--- src/rtl/spi_master_sched.sv ---
// Round-robin scheduler that shares one spi_master_drv between NUM_REQ packet requesters,
// forwarding framed packets and steering slave acks back to the current owner.
module spi_master_sched #(
  parameter int unsigned NUM_REQ     = 2,
  parameter int unsigned DATA_WIDTH  = 32,
  parameter int unsigned ACK_TIMEOUT = 4096,
  parameter int unsigned IDLE_GAP    = 4
) (
  input  logic                          clk_i,
  input  logic                          rst_i,
  input  logic [NUM_REQ*DATA_WIDTH-1:0] req_data_i,
  input  logic [NUM_REQ-1:0]            req_vld_i,
  output logic [NUM_REQ-1:0]            req_rdy_o,
  output logic [NUM_REQ-1:0]            grant_o,
  output logic [NUM_REQ-1:0]            ack_vld_o,
  output logic                          ack_last_o,
  output logic [DATA_WIDTH-1:0]         ack_data_o,
  output logic [NUM_REQ-1:0]            timeout_o,
  output logic                          busy_o,
  output logic [7:0]                    stray_ack_cnt_o,
  output logic [DATA_WIDTH-1:0]         master_wr_data_o,
  output logic                          master_wr_vld_o,
  input  logic                          slave_ack_vld_i,
  input  logic                          slave_ack_last_i,
  input  logic [DATA_WIDTH-1:0]         slave_ack_data_i
);

  localparam int unsigned IDX_W = (NUM_REQ > 1) ? $clog2(NUM_REQ) : 1;
  localparam int unsigned GAP_W = (IDLE_GAP > 1) ? $clog2(IDLE_GAP) : 1;
  localparam int unsigned LEN_W = 16;
  localparam int unsigned TMR_W = 32;
  localparam int unsigned CNT_W = 8;

  typedef enum logic [1:0] {
    S_IDLE,
    S_SEND,
    S_WAIT_ACK,
    S_GAP
  } state_e;

  state_e                  state_q, state_d;
  logic [IDX_W-1:0]        last_q, last_d;
  logic [IDX_W-1:0]        owner_q, owner_d;
  logic [NUM_REQ-1:0]      grant_q, grant_d;
  logic [NUM_REQ-1:0]      rdy_q, rdy_d;
  logic                    first_q, first_d;
  logic                    wait_q, wait_d;
  logic [LEN_W-1:0]        len_q, len_d;
  logic [TMR_W-1:0]        timer_q, timer_d;
  logic [GAP_W-1:0]        gap_q, gap_d;
  logic [DATA_WIDTH-1:0]   mwr_data_q, mwr_data_d;
  logic                    mwr_vld_q, mwr_vld_d;
  logic [NUM_REQ-1:0]      ack_vld_q, ack_vld_d;
  logic                    ack_last_q, ack_last_d;
  logic [DATA_WIDTH-1:0]   ack_data_q, ack_data_d;
  logic [NUM_REQ-1:0]      timeout_q, timeout_d;
  logic                    busy_q, busy_d;
  logic [CNT_W-1:0]        stray_q, stray_d;

  logic [DATA_WIDTH-1:0]   req_word [NUM_REQ];
  logic [DATA_WIDTH-1:0]   word;
  logic                    accept;
  logic                    pkt_done;
  logic                    next_wait;
  logic                    found;
  logic [IDX_W-1:0]        win;
  logic [IDX_W-1:0]        cand;

  // Unpacked view of the flat requester data bus
  for (genvar g = 0; g < NUM_REQ; g++) begin : g_word
    assign req_word[g] = req_data_i[g*DATA_WIDTH +: DATA_WIDTH];
  end

  // Next-state and registered-output logic
  always_comb begin
    state_d    = state_q;
    last_d     = last_q;
    owner_d    = owner_q;
    grant_d    = grant_q;
    rdy_d      = rdy_q;
    first_d    = first_q;
    wait_d     = wait_q;
    len_d      = len_q;
    timer_d    = timer_q;
    gap_d      = gap_q;
    mwr_data_d = mwr_data_q;
    mwr_vld_d  = 1'b0;
    ack_vld_d  = '0;
    ack_last_d = 1'b0;
    ack_data_d = ack_data_q;
    timeout_d  = '0;
    stray_d    = stray_q;
    pkt_done   = 1'b0;
    next_wait  = wait_q;
    found      = 1'b0;
    win        = last_q;
    cand       = '0;
    word       = req_word[owner_q];
    accept     = |(req_vld_i & rdy_q);

    // Round-robin search starting just after the last winner
    for (int unsigned i = 1; i <= NUM_REQ; i++) begin
      cand = IDX_W'((32'(last_q) + i) % NUM_REQ);
      if (!found && req_vld_i[cand]) begin
        found = 1'b1;
        win   = cand;
      end
    end

    unique case (state_q)
      S_IDLE: begin
        if (found) begin
          state_d = S_SEND;
          owner_d = win;
          last_d  = win;
          grant_d = NUM_REQ'(1) << win;
          rdy_d   = NUM_REQ'(1) << win;
          first_d = 1'b1;
        end
      end

      S_SEND: begin
        if (accept) begin
          mwr_vld_d  = 1'b1;
          mwr_data_d = word;
          if (first_q) begin
            first_d   = 1'b0;
            wait_d    = word[31];
            len_d     = word[LEN_W-1:0];
            next_wait = word[31];
            pkt_done  = (word[LEN_W-1:0] == '0);
          end else begin
            len_d    = len_q - LEN_W'(1);
            pkt_done = (len_q == LEN_W'(1));
          end
          if (pkt_done) begin
            rdy_d   = '0;
            timer_d = '0;
            gap_d   = '0;
            state_d = next_wait ? S_WAIT_ACK : S_GAP;
          end
        end
      end

      S_WAIT_ACK: begin
        timer_d = timer_q + TMR_W'(1);
        if (slave_ack_vld_i) begin
          ack_vld_d  = grant_q;
          ack_last_d = slave_ack_last_i;
          ack_data_d = slave_ack_data_i;
        end
        // A final ack on the deadline cycle takes precedence over the timeout
        if (slave_ack_vld_i && slave_ack_last_i) begin
          state_d = S_GAP;
        end else if (timer_q == TMR_W'(ACK_TIMEOUT - 1)) begin
          timeout_d = grant_q;
          state_d   = S_GAP;
        end
      end

      S_GAP: begin
        gap_d = gap_q + GAP_W'(1);
        if (gap_q == GAP_W'(IDLE_GAP - 1)) begin
          gap_d   = '0;
          grant_d = '0;
          state_d = S_IDLE;
        end
      end

      default: state_d = S_IDLE;
    endcase

    if (slave_ack_vld_i && (state_q != S_WAIT_ACK) && (stray_q != '1)) begin
      stray_d = stray_q + CNT_W'(1);
    end

    busy_d = (state_d != S_IDLE);
  end

  // State and output registers
  always_ff @(posedge clk_i) begin
    if (rst_i) begin
      state_q    <= S_IDLE;
      last_q     <= IDX_W'(NUM_REQ - 1);
      owner_q    <= '0;
      grant_q    <= '0;
      rdy_q      <= '0;
      first_q    <= 1'b0;
      wait_q     <= 1'b0;
      len_q      <= '0;
      timer_q    <= '0;
      gap_q      <= '0;
      mwr_data_q <= '0;
      mwr_vld_q  <= 1'b0;
      ack_vld_q  <= '0;
      ack_last_q <= 1'b0;
      ack_data_q <= '0;
      timeout_q  <= '0;
      busy_q     <= 1'b0;
      stray_q    <= '0;
    end else begin
      state_q    <= state_d;
      last_q     <= last_d;
      owner_q    <= owner_d;
      grant_q    <= grant_d;
      rdy_q      <= rdy_d;
      first_q    <= first_d;
      wait_q     <= wait_d;
      len_q      <= len_d;
      timer_q    <= timer_d;
      gap_q      <= gap_d;
      mwr_data_q <= mwr_data_d;
      mwr_vld_q  <= mwr_vld_d;
      ack_vld_q  <= ack_vld_d;
      ack_last_q <= ack_last_d;
      ack_data_q <= ack_data_d;
      timeout_q  <= timeout_d;
      busy_q     <= busy_d;
      stray_q    <= stray_d;
    end
  end

  assign req_rdy_o        = rdy_q;
  assign grant_o          = grant_q;
  assign ack_vld_o        = ack_vld_q;
  assign ack_last_o       = ack_last_q;
  assign ack_data_o       = ack_data_q;
  assign timeout_o        = timeout_q;
  assign busy_o           = busy_q;
  assign stray_ack_cnt_o  = stray_q;
  assign master_wr_data_o = mwr_data_q;
  assign master_wr_vld_o  = mwr_vld_q;

endmodule

--- config.mk ---
export PLATFORM = sky130hd
export DESIGN_NAME = spi_master_sched
export DESIGN_NICKNAME = d
export VERILOG_FILES = /design/src/rtl/spi_master_sched.sv
export SDC_FILE = /design/constraint.sdc
export NUM_CORES = 1
export LEC_CHECK = 0
export CORE_MARGIN = 3
export CORE_UTILIZATION = 50
export DETAILED_ROUTE_END_ITERATION = 6
export DONT_BUFFER_PORTS = 1
export GPL_TIMING_DRIVEN = 0
export SLEW_MARGIN = 20
export SYNTH_ARGS = -nofsm -noshare
export SYNTH_HDL_FRONTEND = slang
export SYNTH_SLANG_ARGS = --single-unit
--- constraint.sdc ---
create_clock -name clk_i -period 2.6 [get_ports clk_i]
set_clock_uncertainty 0.05 [all_clocks]
set_input_delay 0.52 -clock clk_i [delete_from_list [all_inputs] [get_ports clk_i]]
set_output_delay 0.52 -clock clk_i [all_outputs]
set_load 0.02 [all_outputs]
# Yosys cells after proc, flatten, opt, wreduce, memory -nomap -nowiden
# Index checks and enable logic that the tools add are counted.
classes:
  addsub: 6
  order_cmp: 3
  n_eq_ne: 12
  shifts: 1
  muxes: 41
  n_bitwise: 6
  reduce_logical: 24
op_table:
  columns: ["cell", "count"]
  rows:
  - ["32-bit 2-to-1 mux", 5]
  - ["32-bit one-hot mux with 2 select lines", 1]
  - ["32-bit by 1-bit adder with 32-bit output (second input constant)", 1]
  - ["32-bit by 12-bit equality test with 1-bit output (second input constant)", 1]
  - ["2-bit 2-to-1 mux", 11]
  - ["1-bit 2-to-1 mux", 18]
  - ["16-bit by 1-bit equality test with 1-bit output (second input constant)", 1]
  - ["16-bit zero test", 1]
  - ["16-bit 2-to-1 mux", 1]
  - ["16-bit by 1-bit subtractor with 16-bit output (second input constant)", 1]
  - ["2-bit one-hot mux with 2 select lines", 3]
  - ["3-bit AND reduction", 4]
  - ["2-bit != test (second input constant)", 5]
  - ["2-bit nonzero test", 5]
  - ["8-bit by 1-bit adder with 8-bit output (second input constant)", 1]
  - ["8-bit != test (second input constant)", 1]
  - ["2-bit one-hot mux with 4 select lines", 1]
  - ["2-bit equality test (second input constant)", 3]
  - ["2-bit AND reduction", 3]
  - ["1-bit logical AND", 4]
  - ["1-bit by 2-bit less-than comparator with 1-bit output (second input constant)", 2]
  - ["1-bit inverter", 4]
  - ["4-bit AND reduction", 1]
  - ["2-bit OR reduction", 2]
  - ["12 further kinds", 13]
totals:
  ff_bits: 139
  inputBits: 102
  output_inout_bits: 83
  word_cells: 111

# Depth between registers and ports, before layout
depth:
  ltp_word: 12
  ltp_mapped: 9
  ltp_nobuf: 7

# Worst setup path after synthesis
# OpenSTA, ideal clock, no wires.
synth_path:
  path_type: "reg-to-reg"
  start: "register len_q[4]"
  end: "register len_q[11]"
  setup_time_ps: 114
  arrival_ps: 2030
  t_required_ps: 2436
  slack_ps: 406
  path_stages_with_launch: 8
  path_buffers: 1
  synth_period_minus_slack_ps: 2194
  path_cell_list: "dfxtp_1 > or4_1 > clkbuf_2 > or4_4 > nor2_4 > mux2i_1 > o221ai_1 > and2b_1"
synth_between:
  elab_chain_cells: 2
synth_rtl:
  columns: ["element", "line_no", "text"]
  rows:
  - ["from (decl)", "48", "logic [LEN_W-1:0] len_q, len_d;"]
  - ["from (signal assigned)", "209", "len_q <= len_d;"]
  - ["16-bit by 1-bit subtractor with 16-bit output", "133", "len_d = len_q - LEN_W'(1);"]
  - ["16-bit 2-to-1 mux", "126", "if (first_q) begin"]
# No other way between the ends.
# A chain may end at the register's enable or synchronous reset.

# Worst setup path in the final report
# Same ends and word-level chain as after synthesis.

==> results.md <==
- The run finished with clean final reports.
- The layout overhead on the synthesized area is 12.6%.
- In this run, the clock network consumes 34.1% of the power.
- The count of input and output buffers is 0.
- Timing would allow up to 408 MHz.
- The H-tree was split into 4 levels.
- The final weighted congestion in routability-driven placement is 0.892.
- The worst path uses 94.3% of the clock period.
- The post-route netlist has 6.62% of its cells at a drive strength greater than 1.
- The final layout contains routed wiring with a total length of 17300 µm.
- The initial antenna violation count is 0.
- The number of DRC violations after detailed routing is 0.
- The maximum fanout count along the critical path is 8.
- The synthesis-stage register bit count is 139.
- In the layout the commonest cells are 139 x dfxtp_1, 109 x nand2_1, 80 x nor2_1.
- The area share of the largest cell type after synthesis is 44.6%.
- The analysis attributes to cell leakage a power of 2.35 nW.
- The synthesis warning total is 0.
- The root buffer cell is clkbuf_16.
- After synthesis, the share of flip-flops with an asynchronous set or reset is 0%.
- The classification of the worst setup path is reg2reg.
- The total power per unit cell area is between 900 and 1000 mW/mm².
- The number of nets in the synthesized netlist is 860.
- The die extent in x is 118 µm.
- Dividing the detail-routed wire length by the instance count gives 18.2 µm.
- The count of endpoints failing hold in the final timing report came to 0.
- In this run, the number of DRC markers left after iteration 0 of detailed routing was between 300 and 400.
- Leaving out fill and tap cells, the most frequent cell in the layout is dfxtp_1.
- The largest buffer count on any clock path is 2.
- Data on the critical path is required at its endpoint by 2.86 ns.
- In this run the cell area of the synthesized design comes to ~0.0062 mm².
- In this run, distinct cell masters in the synthesized netlist total 60.
- dfxtp_1 takes more of the synthesized area than any other cell.
- The overall die height is around 120 µm.
- The sum of net half-perimeters after detailed placement is 13000 µm.
- The total overflow reported by the global router is 0.
- In this run the standard cell core region covers 0.0121 mm².
- Clock tree synthesis found a total of 139 sinks.
- The share of the yosys chip area belonging to registers is 44.6%.
- The worst slew margin relative to its limit is around half.
- For this design the total switching power over the nets is 2.30 mW.
- The most used flip-flop cell after synthesis is dfxtp_1.
- Global routing consumed, on the met2 layer, 37.9% of the routing resources.
- The overall via count from detail_route is 5711.
- The gate count of the mapped netlist is approximately 750.
- The number of antenna diodes in the final layout is 0.
- The first-pass GRT wire length is about 28000 µm.
- The part of the power in combinational logic is between 20% and 30%.
- The count of hold-fix buffers inserted at cts is 0.
- The die covers approximately 0.014 mm².
- The number of placement rows is 40.
- The arrival time at the worst endpoint is 2.71 ns.
- In this run switching power makes up about a third of total power.
- The final-stage net count is just under 900.
- The highest ir drop seen on vdd is 0.665 mV.
- The total negative slack for setup checks is 0 ns.
- The final standard cell utilization of the core is about three fifths.
- Once the clock tree was built, the setup fixing pass inserted 0 buffers.
- The detail route stage leaves a number of antenna-violating nets equal to 0.
- Dividing the synthesized area by the synthesized cell count gives between 8 and 9 µm².
- The number of global-route vias before repair is 5480.
- The number of violations of the max-capacitance limit is 0.
- The number of synthesized flops with an enable pin is 0.
- The starting density of the core is 51.6%.
- The later pin in the worst-skew pair is clocked with a latency of approximately 0.42 ns.
- At the pin with the least slew margin, the transition time is 0.706 ns.
- The number of slew-limit violations in the final report is 0.
- Pin placement for this block handled ~190 I/O pins.
- The clock transition at the registers of the reported paths is around 0.06 ns.
- The total CTS buffers is 17.
- The tightest min-delay check is of the in2reg type.
- The number of optimization iterations in the first detailed-route pass is 5.
- The endpoint kind of the worst setup timing path is a register.
- STA classifies the critical path startpoint as a register.
- The global routing met1 resource utilization is 31.8%.
- The average via count per standard cell is 5.99.
- The internal power of the cells totals 4.33 mW.
- Ranked by total cell area, the synthesized netlist is headed by dfxtp_1 45%, nand2_1 6.6%, mux2i_1 5.0%.
- The proportion of power drawn by flip-flops and latches is between 40% and 50%.
- The pin count of the biggest net entering global routing is 17.
- The final critical delay including setup and external delays is ~2.5 ns.
- The highest-utilization routing layer at the global route stage is met2.
- The met3 demand-to-capacity share in global routing is between 9 and 10%.
- Across every metal layer, demand over resource in global routing totals 24.7%.
- The number of setup violations in the final report is 0.
- TritonCTS built the clock tree.
power groups by stage:
stage / registers [mW] / clock network (mW) / logic (mW)
after floorplan: 2.69 / 0 / 1.27
after global placement: 2.75 / 0 / 1.59
after detailed placement: 2.76 / 0 / 1.62
after CTS: 2.71 / 2.30 / 1.63
after global routing: 2.74 / 2.40 / 1.84
final: 2.72 / 2.26 / 1.65
layout make-up:
cell class | count | area (µm²)
Buffer | 50 | 199
Clock buffer | 19 | 433
Clock inverter | 13 | 120
Fill cell | 1183 | 5080
Inverter | 9 | 33.8
Multi-Input combinational cell | 555 | 3260
Sequential cell | 139 | 2780
Tap cell | 168 | 210
final timing paths:
path                                          start            end  slack [ns]  cells after the start
worst max-delay path                       len_q[4]      len_q[11]        0.15                      7
worst min register to register          timer_q[31]    timer_q[31]        0.43                      1
worst min-delay path            slave_ack_data_i[0]  ack_data_o[0]        0.18                      2
worst max register to register             len_q[4]      len_q[11]        0.15                      7
layer usage:
layer	share of wire [%]	vias up	routed length [µm]
met5	0	-	0
met4	2.0	0	340
met3	8.6	29	1500
met2	45	204	7850
met1	44	2682	7640
li1	-	2796	-
state kept, by name, summed over array words and instances (netlist names), 2 cells and up:
register and flops:
state_q 2, master_wr_data_o 32, ack_vld_o 2, ack_data_o 32
timer_q 32, grant_o 2, stray_ack_cnt_o 8, timeout_o 2
len_q 16, req_rdy_o 2, gap_q 2
synthesized netlist by cell type, types with 3 or more instances:
library cell	count
xor2_1	4
a22oi_1	3
mux2_2	3
or4_1	8
and4_1	6
nand4_1	14
o211ai_1	6
nor3_1	18
nand3_1	35
o21a_1	3
and3_1	12
a21oi_1	57
o31ai_1	16
a21o_1	3
nand3b_1	4
a31oi_1	7
nor2b_1	13
and2_1	4
nand2b_1	7
nor2_1	80
a311oi_1	5
nor4_1	15
o41ai_1	3
inv_1	9
a2111oi_0	5
buf_1	7
nand2_1	109
clkbuf_1	41
dfxtp_1	139
mux2i_1	31
o21ai_0	12
or3_1	3
ha_1	5
a211oi_1	36
cells by family (layout without fill, tap and decap cells):
logic type	Yosys count	in the layout	synth area share, %
xor gates and xnor gates	5	5	0.701
DFF	139	139	44.6
buffers and inverters	59	91	3.59
AOI/OAI and AO/OA	174	174	18.7
muxes	34	34	5.51
adders and majority gates	5	5	1.00
and+or+nand+nor	337	337	25.9
worst max-delay path, stage by stage (launching register included):
cell      delay, ns
dfxtp_1        0.37
or4_1          0.55
clkbuf_2       0.18
or4_4          0.49
nor2_4         0.16
mux2i_1        0.21
o221ai_1       0.15
and2b_1        0.20
per-stage QoR:
| stage | instances | hold slack (ns) | power (mW) | setup WS (ns) | area, µm² |
|---|---|---|---|---|---|
| after global placement | 921 | 0.407 | 4.34 | 0.00588 | 6460 |
| final | 953 | 0.179 | 6.62 | 0.148 | 7040 |
| after global routing | 953 | 0.162 | 6.98 | -0.00210 | 7040 |
| after detailed placement | 921 | 0.411 | 4.38 | -0.0740 | 6460 |
| after floorplan | 753 | 0.391 | 3.97 | 0.406 | 6250 |
| after CTS | 953 | 0.162 | 6.63 | 0.0419 | 7010 |
timing repair:
action | 4_1_cts | 5_1_grt
cloned | 0 | 0
pin swaps | 0 | 0
endpoints found under the setup margin | 8 | 61
gates resized for setup | 2 | 12
No activity file was read; power rests on OpenSTA's default activity.
